[config.mk]
export PLATFORM = sky130hd
export DESIGN_NAME = i2c_master_cmd
export DESIGN_NICKNAME = d
export VERILOG_FILES = /design/src/rtl/i2c_master_cmd.sv
export SDC_FILE = /design/constraint.sdc
export NUM_CORES = 1
export LEC_CHECK = 0
export BUFFER_PORTS_ARGS = -buffer_cell sky130_fd_sc_hd__buf_2
export CORE_UTILIZATION = 30
export CTS_BUF_LIST = sky130_fd_sc_hd__clkbuf_4
export DETAILED_ROUTE_END_ITERATION = 6
export PLACE_DENSITY_LB_ADDON = 0.15
export SLEW_MARGIN = 15
export SYNTH_ARGS = -nofsm -noshare
export SYNTH_HDL_FRONTEND = slang
export SYNTH_SLANG_ARGS = --single-unit
[constraint.sdc]
create_clock -name clk -period 2.3 [get_ports clk]
set_input_delay 0.46 -clock clk [delete_from_list [all_inputs] [get_ports clk]]
set_output_delay 0.46 -clock clk [all_outputs]
set_load 0.1 [all_outputs]
[src/rtl/i2c_master_cmd.sv]
// Single-master I2C initiator: one 8-bit-sub-address register write or read per command.
// Define I2C_CLK_STRETCH_EN to honour slave clock stretching on scl_in.
module i2c_master_cmd #(
    parameter int unsigned CLK_DIV = 63
) (
    input  logic       clk,
    input  logic       reset,
    input  logic       cmd_valid,
    output logic       cmd_ready,
    input  logic       cmd_rw,
    input  logic [6:0] cmd_slave_addr,
    input  logic [7:0] cmd_sub_addr,
    input  logic [7:0] cmd_wdata,
    output logic       rsp_valid,
    output logic [7:0] rsp_rdata,
    output logic       rsp_nack,
    output logic       busy,
    input  logic       scl_in,
    output logic       scl_oe,
    input  logic       sda_in,
    output logic       sda_out,
    output logic       sda_oe
);
    localparam int unsigned QW = $clog2(CLK_DIV);
    localparam logic [QW-1:0] QLast = QW'(CLK_DIV - 1);

    typedef enum logic [3:0] {
        StIdle,
        StStart,
        StSlaW,
        StSub,
        StWdata,
        StRstart,
        StSlaR,
        StRdata,
        StStop,
        StDone
    } state_e;

    state_e state_q, state_d;

    logic [QW-1:0] qcnt_q;
    logic [1:0]    phase_q;
    logic [3:0]    bit_q;
    logic          rw_q;
    logic [6:0]    addr_q;
    logic [7:0]    sub_q;
    logic [7:0]    wdata_q;
    logic [7:0]    shift_q;
    logic          rx_bit_q;
    logic          nack_q;
    logic [7:0]    rsp_rdata_q;
    logic          rsp_nack_q;
    logic          sda_s1_q, sda_s2_q;

    logic       hold;
    logic       q_end;
    logic       bit_end;
    logic       ack_end;
    logic       sample;
    logic [7:0] tx_byte;

`ifdef I2C_CLK_STRETCH_EN
    logic scl_s1_q, scl_s2_q;

    always_ff @(posedge clk) begin
        if (reset) begin
            scl_s1_q <= 1'b1;
            scl_s2_q <= 1'b1;
        end else begin
            scl_s1_q <= scl_in;
            scl_s2_q <= scl_s1_q;
        end
    end

    // Freeze the bit clock while SCL is released but still seen low (stretch or sync lag).
    assign hold = !scl_oe && !scl_s2_q && (state_q != StIdle) && (state_q != StDone);
`else
    logic unused_scl_in;
    assign unused_scl_in = scl_in;
    assign hold = 1'b0;
`endif

    assign q_end   = (qcnt_q == QLast) && !hold;
    assign bit_end = q_end && (phase_q == 2'd3);
    assign sample  = q_end && (phase_q == 2'd2);
    assign ack_end = bit_end && (bit_q == 4'd8);

    always_ff @(posedge clk) begin
        if (reset) begin
            state_q <= StIdle;
        end else begin
            state_q <= state_d;
        end
    end

    always_comb begin
        state_d = state_q;
        unique case (state_q)
            StIdle:   if (cmd_valid) state_d = StStart;
            StStart:  if (bit_end) state_d = StSlaW;
            StSlaW:   if (ack_end) state_d = rx_bit_q ? StStop : StSub;
            StSub: begin
                if (ack_end) begin
                    if (rx_bit_q)  state_d = StStop;
                    else if (rw_q) state_d = StRstart;
                    else           state_d = StWdata;
                end
            end
            StWdata:  if (ack_end) state_d = StStop;
            StRstart: if (bit_end) state_d = StSlaR;
            StSlaR:   if (ack_end) state_d = rx_bit_q ? StStop : StRdata;
            StRdata:  if (ack_end) state_d = StStop;
            StStop:   if (bit_end) state_d = StDone;
            StDone:   state_d = StIdle;
            default:  state_d = StIdle;
        endcase
    end

    always_comb begin
        unique case (state_q)
            StSlaW:  tx_byte = {addr_q, 1'b0};
            StSub:   tx_byte = sub_q;
            StWdata: tx_byte = wdata_q;
            StSlaR:  tx_byte = {addr_q, 1'b1};
            default: tx_byte = 8'hFF;
        endcase
    end

    always_comb begin
        scl_oe = 1'b0;
        sda_oe = 1'b0;
        unique case (state_q)
            StStart: sda_oe = phase_q[1];
            StSlaW, StSub, StWdata, StSlaR: begin
                scl_oe = !phase_q[1];
                sda_oe = (bit_q < 4'd8) && !tx_byte[3'd7 - bit_q[2:0]];
            end
            StRdata: scl_oe = !phase_q[1];
            StRstart: begin
                scl_oe = (phase_q == 2'd0);
                sda_oe = phase_q[1];
            end
            StStop: begin
                scl_oe = (phase_q == 2'd0);
                sda_oe = !phase_q[1];
            end
            default: ;
        endcase
    end

    always_ff @(posedge clk) begin
        if (reset) begin
            qcnt_q      <= '0;
            phase_q     <= 2'd0;
            bit_q       <= 4'd0;
            rw_q        <= 1'b0;
            addr_q      <= 7'd0;
            sub_q       <= 8'd0;
            wdata_q     <= 8'd0;
            shift_q     <= 8'd0;
            rx_bit_q    <= 1'b1;
            nack_q      <= 1'b0;
            rsp_rdata_q <= 8'd0;
            rsp_nack_q  <= 1'b0;
            sda_s1_q    <= 1'b1;
            sda_s2_q    <= 1'b1;
        end else begin
            sda_s1_q <= sda_in;
            sda_s2_q <= sda_s1_q;
            if (state_q == StIdle) begin
                qcnt_q  <= '0;
                phase_q <= 2'd0;
                bit_q   <= 4'd0;
                if (cmd_valid) begin
                    rw_q    <= cmd_rw;
                    addr_q  <= cmd_slave_addr;
                    sub_q   <= cmd_sub_addr;
                    wdata_q <= cmd_wdata;
                    shift_q <= 8'd0;
                    nack_q  <= 1'b0;
                end
            end else begin
                if (!hold) qcnt_q <= (qcnt_q == QLast) ? '0 : qcnt_q + QW'(1);
                if (q_end) phase_q <= phase_q + 2'd1;
                if (state_d != state_q) bit_q <= 4'd0;
                else if (bit_end)       bit_q <= bit_q + 4'd1;
                if (sample) begin
                    rx_bit_q <= sda_s2_q;
                    if (state_q == StRdata && bit_q < 4'd8) shift_q <= {shift_q[6:0], sda_s2_q};
                end
                if (ack_end && rx_bit_q &&
                    (state_q == StSlaW || state_q == StSub ||
                     state_q == StWdata || state_q == StSlaR)) begin
                    nack_q <= 1'b1;
                end
                if (state_q == StStop && state_d == StDone) begin
                    rsp_nack_q  <= nack_q;
                    rsp_rdata_q <= (rw_q && !nack_q) ? shift_q : 8'd0;
                end
            end
        end
    end

    assign cmd_ready = (state_q == StIdle);
    assign busy      = (state_q != StIdle);
    assign rsp_valid = (state_q == StDone);
    assign rsp_rdata = rsp_rdata_q;
    assign rsp_nack  = rsp_nack_q;
    assign sda_out   = 1'b0;

endmodule

==> results.md, run 1 <==
- Outcome: finished, violations left
- Violated checks: negative setup slack
- 1st-pass router iterations: 4
- Final setup viols: 2
- Rows: 36
- Synthesis-stage register bit count: 61
- Register area share after synthesis: 40.3%
- Number of diodes: 0
- Synthesized cell area: 3030 sq um
- Fmax: 0.396 GHz
- Htree depth: 3
- Mapped Avg Cell Area: 8.11 sq um
- Area Overhead vs Synth: 26.2%
- Hold_buf cts: 0
- CP max-delay cell: and4bb_4
- Start point of the worst min-delay path: sda_in
- Top post-synthesis cells by area: dfxtp_1, nand2_1, a21oi_1, ha_1, nand3_1
- Share of layout cells above drive strength 1: 26.6%
- Max-slew headroom: between 50% and 60%
- Worst Setup Start Kind: flip-flop
- Slew Viols, Final: 0
- Post-detail-place hpwl: 5210 um
- Pin count of the biggest net entering global routing: 32
- Synth Area in Simple Gates: 28.3%
- Crit end category: output pin
- Skew final: 15.3 ps
- Synth Area in XOR/XNOR: ~2.3%
- CP delay by family, top: simple AND/OR/NAND/NOR gates
- Pwr Total: 2330 uW
- GP Congestion: 0.856
- Die Width: 103 um
- Warnings from Yosys: 0
- Clock latency on the worst-skew pair: 430 ps
- DR vias: 2666
- Number of flops mapped to enable cells by yosys: 0
- CP required: 1840 ps
- Final hold viol count: 0
- Largest family of logic cells by synthesized area: simple AND/OR/NAND/NOR gates
- R2R Setup Slk: roughly 210 ps
- Routed wire length: 7480 um
- Cts bufs inserted: 9
- WL/cell: ~13 um
- Crit path buf inv count: 1
- Grt total ovfl: 0
- Compound-Gate Fraction of Synth Area: between 10% and 20%
- Crit-path cells: and4bb_4 > a221oi_1 > nor4_2 > a41oi_4 > buf_12
- Global-route wire length before repair: ~12000 um
- Nets: 458
- DRC violations left: 0
- Post-synthesis mux area share: 1.32%
- Chip height: 103 um
- Period minus WS final: 2530 ps
- Initial Utilization: 31.0%
- Maximum vdd drop: 303 uV
- Leakage: 0.00149 uW
- Clock slew at reported path FFs: 110 ps
- Crit-path max cell delay: 410 ps
- Critical path type: reg2out
- Initial DRC count: 185
- Post-synth top area share: 40.3%
- Worst r2r dst: bit_q[0]$_SDFFE_PP0P_
- HP Class: in2reg
- FFs w/ async S/R, synth: 0%
- Unique cell type count in the Yosys netlist: 56
- Final instance area: 3830 sq um
- Tcrit/Tclk final: 110%
- Tot GR Track Use: 15.6%
- CTS sink count: between 60 and 70
- Post-Synth Adder-Cell Area: 2.48%
- Initial antenna violation count: 0
- Clock buffer depth: 2
- Max-cap violations: 0
- Worst Path Max Fanout: 7
- Core ar.: 9770 sq um
- Reg2reg start: qcnt_q[0]$_SDFF_PP0_
- DRT antenna net count: 0
- Reg2reg path depth: 7
- Post-synthesis cell count: 374
- CTS root buffer: clkbuf_4
- RSZ-0062 raised after global routing: true
- Yosys top cell by area: dfxtp_1
- TritonCTS clock tree: yes
- I/O Pins: 44
- Worst EP arrival: 2070 ps
- Place WS: between 70 and 80 ps
- Final worst slack: -225 ps
- Instance area at placement: 3530 sq um
- Hold endpoint: sda_s1_q$_SDFF_PP1_
- Die ar.: 10500 sq um
- Top_reg_cell synth: dfxtp_1
- PwrDens: 609 nW/um^2
- Hold-critical path depth: 2
- I/O Buffers: 41
- Vias in the first global route: ~2500
- Syn Nets: 409
- Slew of the pin with the lowest slew margin: 632 ps
- Via density: about 4.8
## stage by stage
stage                     hold WS [ps]  utilization [%]  std cells  setup TNS [ps]
after floorplan                    389                -        374          -11400
after global placement             405             36.1        540               0
after detailed placement           407             36.1        540               0
after CTS                          204             39.0        561            -413
after global routing               204             39.2        561            -501
final                              220             39.2        561            -302
## per-layer routing
layer  wire [um]  global-route usage (%)
met4         132                    6.92
met5           0                       0
met2        3150                    21.5
met1        3890                    22.4
met3         315                    4.00
## cell usage in the layout, fill, tap and decap left out, drive strengths merged, types with 3 or more instances in the layout
| master | n |
|---|---|
| nand2b | 3 |
| xnor2 | 5 |
| nand2 | 87 |
| nand3b | 11 |
| nor2b | 6 |
| inv | 8 |
| o21ai | 12 |
| a21oi | 44 |
| nand3 | 15 |
| a31oi | 5 |
| nor2 | 18 |
| clkbuf | 10 |
| mux2i | 4 |
| buf | 68 |
| xor2 | 3 |
| a22oi | 3 |
| nor3 | 9 |
| a221oi | 6 |
| bufinv | 3 |
| ha | 6 |
| dfxtp | 61 |
## area by class of cell
class / instances / area [sq um]
inverter: 8 / 30.0
fill: 1024 / 5950
clock inverter: 6 / 111
multi-input combinational: 275 / 1720
clock buffer: 10 / 75.1
sequential: 61 / 1230
timing repair buffer: 68 / 497
tap: 133 / 166
## how the worst max path moves through the flow
stage	startpoint	end	slack [ps]	cells after the start
finish	state_q[3]$_SDFF_PP0_	sda_oe	-230	5
global route	state_q[0]$_SDFF_PP0_	sda_oe	-330	6
CTS	state_q[2]$_SDFF_PP0_	sda_oe	-290	7
detailed placement	state_q[0]$_SDFF_PP0_	sda_oe	70	5
global placement	state_q[0]$_SDFF_PP0_	sda_oe	90	5
floorplan	state_q[3]$_SDFF_PP0_	shift_q[4]$_SDFFE_PP0P_	-910	5
## state kept, by name (all words and copies together), names as in the netlist
name,count
rsp_rdata,8
shift_q,8
sub_q,8
wdata_q,8
addr_q,7
qcnt_q,6
bit_q,4
state_q,4
phase_q,2
nack_q,1
rsp_nack,1
rw_q,1
rx_bit_q,1
sda_s1_q,1
sda_s2_q,1
## cells in the mapped netlist, types with 3 or more instances
library cell,number
nand3b_1,9
a21oi_1,42
o21ai_0,11
xor2_1,3
nand3_1,15
ha_1,6
dfxtp_1,61
buf_2,10
buf_4,4
nand2b_1,3
nand2_1,86
nor3_1,9
clkbuf_1,13
a31oi_1,4
xnor2_1,5
nor2b_1,6
a221oi_1,6
mux2i_1,4
buf_6,3
nor2_1,17
a22oi_1,3
inv_1,8
## worst reg2reg max path, cell delays in order (launching register included)
cell and delay, ps:
dfxtp_1 350, inv_1 60, ha_1 130, and4_1 300
and3_1 420, mux2i_1 410, a31oi_4 170, nor3_1 180
## repair_timing
action	4_1_cts	5_1_grt
setup endpoints to repair	4	4
resized for setup	18	6
pin swaps	7	4
buffers inserted	5	0
cloned	0	0
## report_power, final
group	switching, uW	internal (uW)
Clock	436	562
Sequential	22.5	1090
Combinational	142	82.7
## cells by family (layout without fill, tap and decap cells)
group	count (synthesis)	count (layout)
simple gates	166	166
other cells	1	1
xor+xnor	8	8
fa+ha+maj	6	6
mux	4	4
flops	61	61
compound gates	90	90
buf+inv	38	92
Power figures use the tool's default switching activity.
==> run 2: changes to the inputs <==
--- a/config.mk
+++ b/config.mk
@@ -9,6 +9,7 @@
 export CORE_UTILIZATION = 30
 export CTS_BUF_LIST = sky130_fd_sc_hd__clkbuf_4
 export DETAILED_ROUTE_END_ITERATION = 6
+export GPL_TIMING_DRIVEN = 0
 export PLACE_DENSITY_LB_ADDON = 0.15
 export SLEW_MARGIN = 15
 export SYNTH_ARGS = -nofsm -noshare
==> results.md, run 2 (synthesis results as in run 1) <==
- Tot GR Track Use: 17.5% (+2.0 points)
- Violated checks: negative setup slack
- Worst Path Max Fanout: 7 (unchanged)
- Commonest non-fill, non-tap cell in the layout: nand2_1
- Max-slew headroom: 61.4% (+3.5 points)
- Fmax: 0.397 GHz (+0.15%)
- GP Congestion: 0.816 (-4.7%)
- Final hold viol count: 0 (unchanged)
- Worst EP arrival: 2060 ps (about the same)
- Grt total ovfl: 0 (unchanged)
- 1st-pass router iterations: 4 (unchanged)
- Worst hold margin: 230 ps (+10.1 ps)
- RSZ-0062 raised after global routing: true
- DRT antenna net count: 0 (unchanged)
- Outcome: finished, violations left
- Slew Viols, Final: 0 (unchanged)
- Pin count of the biggest net entering global routing: 12 (-63%)
- DRC violations left: 0 (unchanged)
- Core ar.: 9770 sq um (unchanged)
- Most frequent cells in the layout: nand2_1, dfxtp_1, a21oi_1
- CP delay by family, top: compound AO/OA/AOI/OAI gates
- I/O Buffers: 40 (-2.4%)
- Maximum vdd drop: 313 uV (+3.0%)
- Nets: 476 (+3.9%)
- Period minus WS final: 2520 ps (-3.69 ps)
- Clock buffer depth: 2 (unchanged)
- Chip height: 103 um (unchanged)
- HP Class: in2reg
- Skew final: 15.2 ps (-0.0363 ps)
- Slew of the pin with the lowest slew margin: 579 ps (-52.9 ps)
- Worst Setup Start Kind: flip-flop
- Final worst slack: -221 ps (+3.69 ps)
- Via density: 4.87 (+2.4%)
- Crit path buf inv count: 3 (+2)
- Htree depth: 3 (unchanged)
- Die ar.: 10500 sq um (unchanged)
- Vias in the first global route: 2757 (+11%)
- PwrDens: 504 nW/um^2 (-17%)
- Finished Core Util: 40.5% (+1.4 points)
- CTS root buffer: clkbuf_4
- Routed wire length: 8360 um (+12%)
- Number of diodes: 0 (unchanged)
- Area Overhead vs Synth: 30.6%
- R2R Setup Slk: 160 ps (-50 ps)
- Max-cap violations: 0 (unchanged)
- TritonCTS clock tree: yes
- Final setup viols: 2 (unchanged)
- Register Area: 1230 sq um (+0.61%)
- Clock slew at reported path FFs: 110 ps (about the same)
- Tcrit/Tclk final: 110% (-0.16 points)
- CP required: 1840 ps (about the same)
- Rows: 36 (unchanged)
- Crit end category: output pin
- Leakage: 0.00158 uW (+6.4%)
- Initial antenna violation count: 0 (unchanged)
- Crit-path cells: buf_6 > and4bb_1 > buf_6 > a221oi_2 > nor4_2 > a41oi_4 > buf_12
- Layout fillers: 1032 (+0.78%)
- Die Width: 103 um (unchanged)
- Crit path top cell by count: buf_6
- Global-route wire length before repair: 13900 um (+12%)
- Multi-input logic area: 1770 sq um (+2.9%)
- DR vias: 2817 (+5.7%)
- Crit-path max cell delay: 340 ps (-70 ps)
- Post-detail-place hpwl: 5710 um (+9.6%)
- Initial Utilization: 31.0% (unchanged)
- Cts bufs inserted: 9 (unchanged)
- Clock latency on the worst-skew pair: 410 ps (-20 ps)
- Critical path type: reg2out
- CTS sink count: 61 (unchanged)
- I/O Pins: 44 (unchanged)
- CP max-delay cell: dfxtp_2
- Initial DRC count: 195 (+5.4%)
- WL/cell: 14.4 um (+8.3%)
- Share of layout cells above drive strength 1: 30.5% (+3.9 points)
[run 2: worst paths after layout]
path | depth (start not counted) | from | end
worst max register to register | 7 | bit_q[1]$_SDFFE_PP0P_ | bit_q[3]$_SDFFE_PP0P_
worst min register to register | 1 | sda_s1_q$_SDFF_PP1_ | sda_s2_q$_SDFF_PP1_
worst max-delay path | 7 | state_q[0]$_SDFF_PP0_ | sda_oe
worst min-delay path | 2 | sda_in | sda_s1_q$_SDFF_PP1_
[run 2: routing by layer]
| layer | up-vias | GRT usage (%) | part of all wire, % | routed length, um |
|---|---|---|---|---|
| met1 | 1316 | 23.1 | 49 | 4060 |
| met5 | - | 0 | 0 | 0 |
| met4 | 0 | 7.25 | 0.59 | 49 |
| met2 | 61 | 27.7 | 47 | 3910 |
| li1 | 1436 | - | - | - |
| met3 | 4 | 3.93 | 4.0 | 337 |
[run 2: repair_timing]
item	4_1_cts	5_1_grt
hold endpoints to repair	0	0
gates cloned	1	0
setup endpoints to repair	5	5
buffers inserted	14	3
gates resized for setup	56	10
hold buffers	0	0
pin swaps	8	4
[run 2: final cells by class]
type                    instances  area share, %
plain buffers                  28           6.41
inverters                       8          0.758
clock buffers                   9           1.71
well taps                     133           4.20
clock inverters                 7           1.07
flip-flops and latches         61           31.2
repair buffers                 58           9.95
multi-input cells             275           44.7
[run 2: where the power goes]
group	switching (uW)	internal, uW
Combinational	154	97.0
Clock	422	213
Sequential	22.8	1090
Total	599	1400
[run 2: per-stage QoR]
stage	worst slack [ps]	setup TNS [ps]	area (sq um)	total power, uW	std cells
after global placement	-294	-348	3520	1360	547
after global routing	-337	-538	3960	2110	579
after CTS	-276	-419	3910	2020	577
final	-221	-357	3960	1990	579
after detailed placement	-286	-362	3520	1360	547
after floorplan	-912	-11400	3150	1290	374
==> run 3: changes to the inputs <==
==> constraint.sdc (replaced) <==
create_clock -name clk -period 2.4 [get_ports clk]
set_input_delay 0.48 -clock clk [delete_from_list [all_inputs] [get_ports clk]]
set_output_delay 0.48 -clock clk [all_outputs]
set_load 0.1 [all_outputs]
==> results.md, run 3 (synthesis results as in run 1) <==
- I/O Pins: 44 (unchanged)
- P_sw: 554 uW (-7.4%)
- Final hold viol count: 0 (unchanged)
- Core ar.: 9770 sq um (unchanged)
- Rows: 36 (unchanged)
- CTS sink count: 61 (unchanged)
- Initial Utilization: 31.0% (unchanged)
- Pin count of the biggest net entering global routing: 11 (-1)
- Commonest non-fill, non-tap cell in the layout: nand2_1
- Period minus WS final: approximately 2600 ps
- Most frequent cells in the layout: nand2_1, dfxtp_1, a21oi_1
- Sequential group share of total power: 50.9% (-4.7 points)
- Die ar.: 10500 sq um (unchanged)
- Skew final: 11.7 ps (-3.53 ps)
- RSZ-0062 raised after global routing: true
- Area Overhead vs Synth: 28.4%
- CP required: 1920 ps (+80 ps)
- I/O Buffers: 40 (unchanged)
- Violated checks: negative setup slack
- GP Congestion: 0.889 (+8.9%)
- Final worst slack: -184 ps (+37.7 ps)
- Gate power share: 11.1% (-1.5 points)
- Int Pwr: 1540 uW (+10%)
- Clock Power Share: 38.0% (+6.2 points)
- Via density: 4.90 (+0.68%)
- Hold_buf cts: 0 (unchanged)
- Crit end category: output pin
- Fmax: 0.387 GHz
- Clock slew at reported path FFs: 100 ps (about the same)
- DR vias: 2797 (-0.71%)
- Vias in the first global route: 2429 (-12%)
- Routed wire length: 8080 um (-3.4%)
- CTS root buffer: clkbuf_4
- Initial antenna violation count: 0 (unchanged)
- Critical path type: reg2out
- TritonCTS clock tree: yes
- Global-route wire length before repair: 12600 um (-9.6%)
- Finished Core Util: 39.8% (-0.68 points)
- 1st-pass router iterations: 4 (unchanged)
- Net Sw Frac: 26.5% (-3.5 points)
- PwrDens: 537 nW/um^2 (+6.5%)
- Chip height: 103 um (unchanged)
- Nets: 469 (-1.5%)
- WL/cell: 14.1 um (-2.0%)
- Max-cap violations: 0 (unchanged)
- Post-detail-place hpwl: 5830 um (+2.0%)
- Worst EP arrival: 2100 ps (+40 ps)
- Htree depth: 3 (unchanged)
- Max-slew headroom: 63.6% (+2.2 points)
- Outcome: finished, violations left
- Grt total ovfl: 0 (unchanged)
- Worst Setup Start Kind: flip-flop
- Final setup viols: 1 (-1)
- DRC violations left: 0 (unchanged)
- Share of layout cells above drive strength 1: 26.0% (-4.5 points)
- Worst Path Max Fanout: 10 (+3)
- Maximum vdd drop: 207 uV (-34%)
- Tot GR Track Use: 15.9% (-1.6 points)
- Worst hold margin: 247 ps (+16.9 ps)
- Clock buffer depth: 2 (unchanged)
- HP Class: in2reg
- Initial DRC count: 147 (-25%)
- Number of diodes: 0 (unchanged)
- Tcrit/Tclk final: 108%
- Slew Viols, Final: 0 (unchanged)
- Clock latency on the worst-skew pair: 410 ps (about the same)
- Slew of the pin with the lowest slew margin: 546 ps (-32.9 ps)
- Layout fillers: 1012 (-1.9%)
- Leakage: 0.00152 uW (-4.4%)
- Cts bufs inserted: 9 (unchanged)
- Die Width: 103 um (unchanged)
- DRT antenna net count: 0 (unchanged)
[run 3: changes by cell type in the layout (fill, tap and decap cells not counted), moves of 3 or more]
cell | previous run | this run
a221oi_4 | 0 | 4
clkinv_1 | 0 | 3
nand2_1 | 83 | 86
buf_4 | 17 | 11
dfxtp_1 | 54 | 57
a221oi_2 | 5 | 0
clkinv_2 | 4 | 0
[run 3: metrics by stage]
stage	TNS [ps]	cells	total power (uW)	cell area (sq um)	setup slack [ps]
floorplan	-7960	374	1230	3090	-819
global placement	-390	547	1300	3460	-390
global route	-350	571	2190	3890	-283
detailed placement	-364	547	1300	3460	-364
finish	-184	571	2090	3890	-184
CTS	-404	564	2090	3670	-350
[run 3: final timing paths]
path	start	end	slack (ps)	cells past startpoint
worst min-delay path	sda_in	sda_s1_q$_SDFF_PP1_	250	2
worst min register to register	sda_s1_q$_SDFF_PP1_	sda_s2_q$_SDFF_PP1_	420	1
worst max register to register	qcnt_q[0]$_SDFF_PP0_	bit_q[1]$_SDFFE_PP0P_	290	8
worst max-delay path	state_q[1]$_SDFF_PP0_	sda_oe	-180	7
[run 3: power groups by stage]
stage               Combinational [uW]  Clock (uW)  Sequential [uW]
floorplan                          153           0             1080
global placement                   213           0             1090
detailed placement                 214           0             1090
CTS                                222         812             1060
global route                       256         863             1070
finish                             233         794             1060
[run 3: repair_timing]
item | CTS | global route
setup buffers | 2 | 6
pin swaps | 2 | 10
endpoints found under the hold margin | 0 | 0
endpoints found under the setup margin | 5 | 3
gates resized for setup | 20 | 46
gates cloned | 0 | 1
[run 3: critical path, stage by stage (launching register included)]
cell     delay, ps
dfxtp_4        380
buf_6          140
buf_6          150
a32oi_1        220
o21ai_1         90
a211o_1        330
a41oi_4        180
buf_12         200
[run 3: final cells by class]
class / count / area (sq um) / area share [%]
Buffer: 30 / 233 / 5.97
Inverter: 8 / 30.0 / 0.771
Clock inverter: 6 / 78.8 / 2.02
Sequential cell: 61 / 1230 / 31.5
Multi-Input combinational cell: 275 / 1770 / 45.5
Tap cell: 133 / 166 / 4.27
Clock buffer: 9 / 67.6 / 1.73
Timing Repair Buffer: 49 / 319 / 8.19
[run 3: layer usage]
| layer | GRT usage, % | vias to the layer above | routed length [um] |
|---|---|---|---|
| met5 | 0 | - | 0 |
| met4 | 4.95 | 0 | 86 |
| met3 | 3.86 | 9 | 291 |
| met2 | 23.9 | 45 | 3740 |
| met1 | 22.4 | 1318 | 3960 |
| li1 | - | 1425 | - |
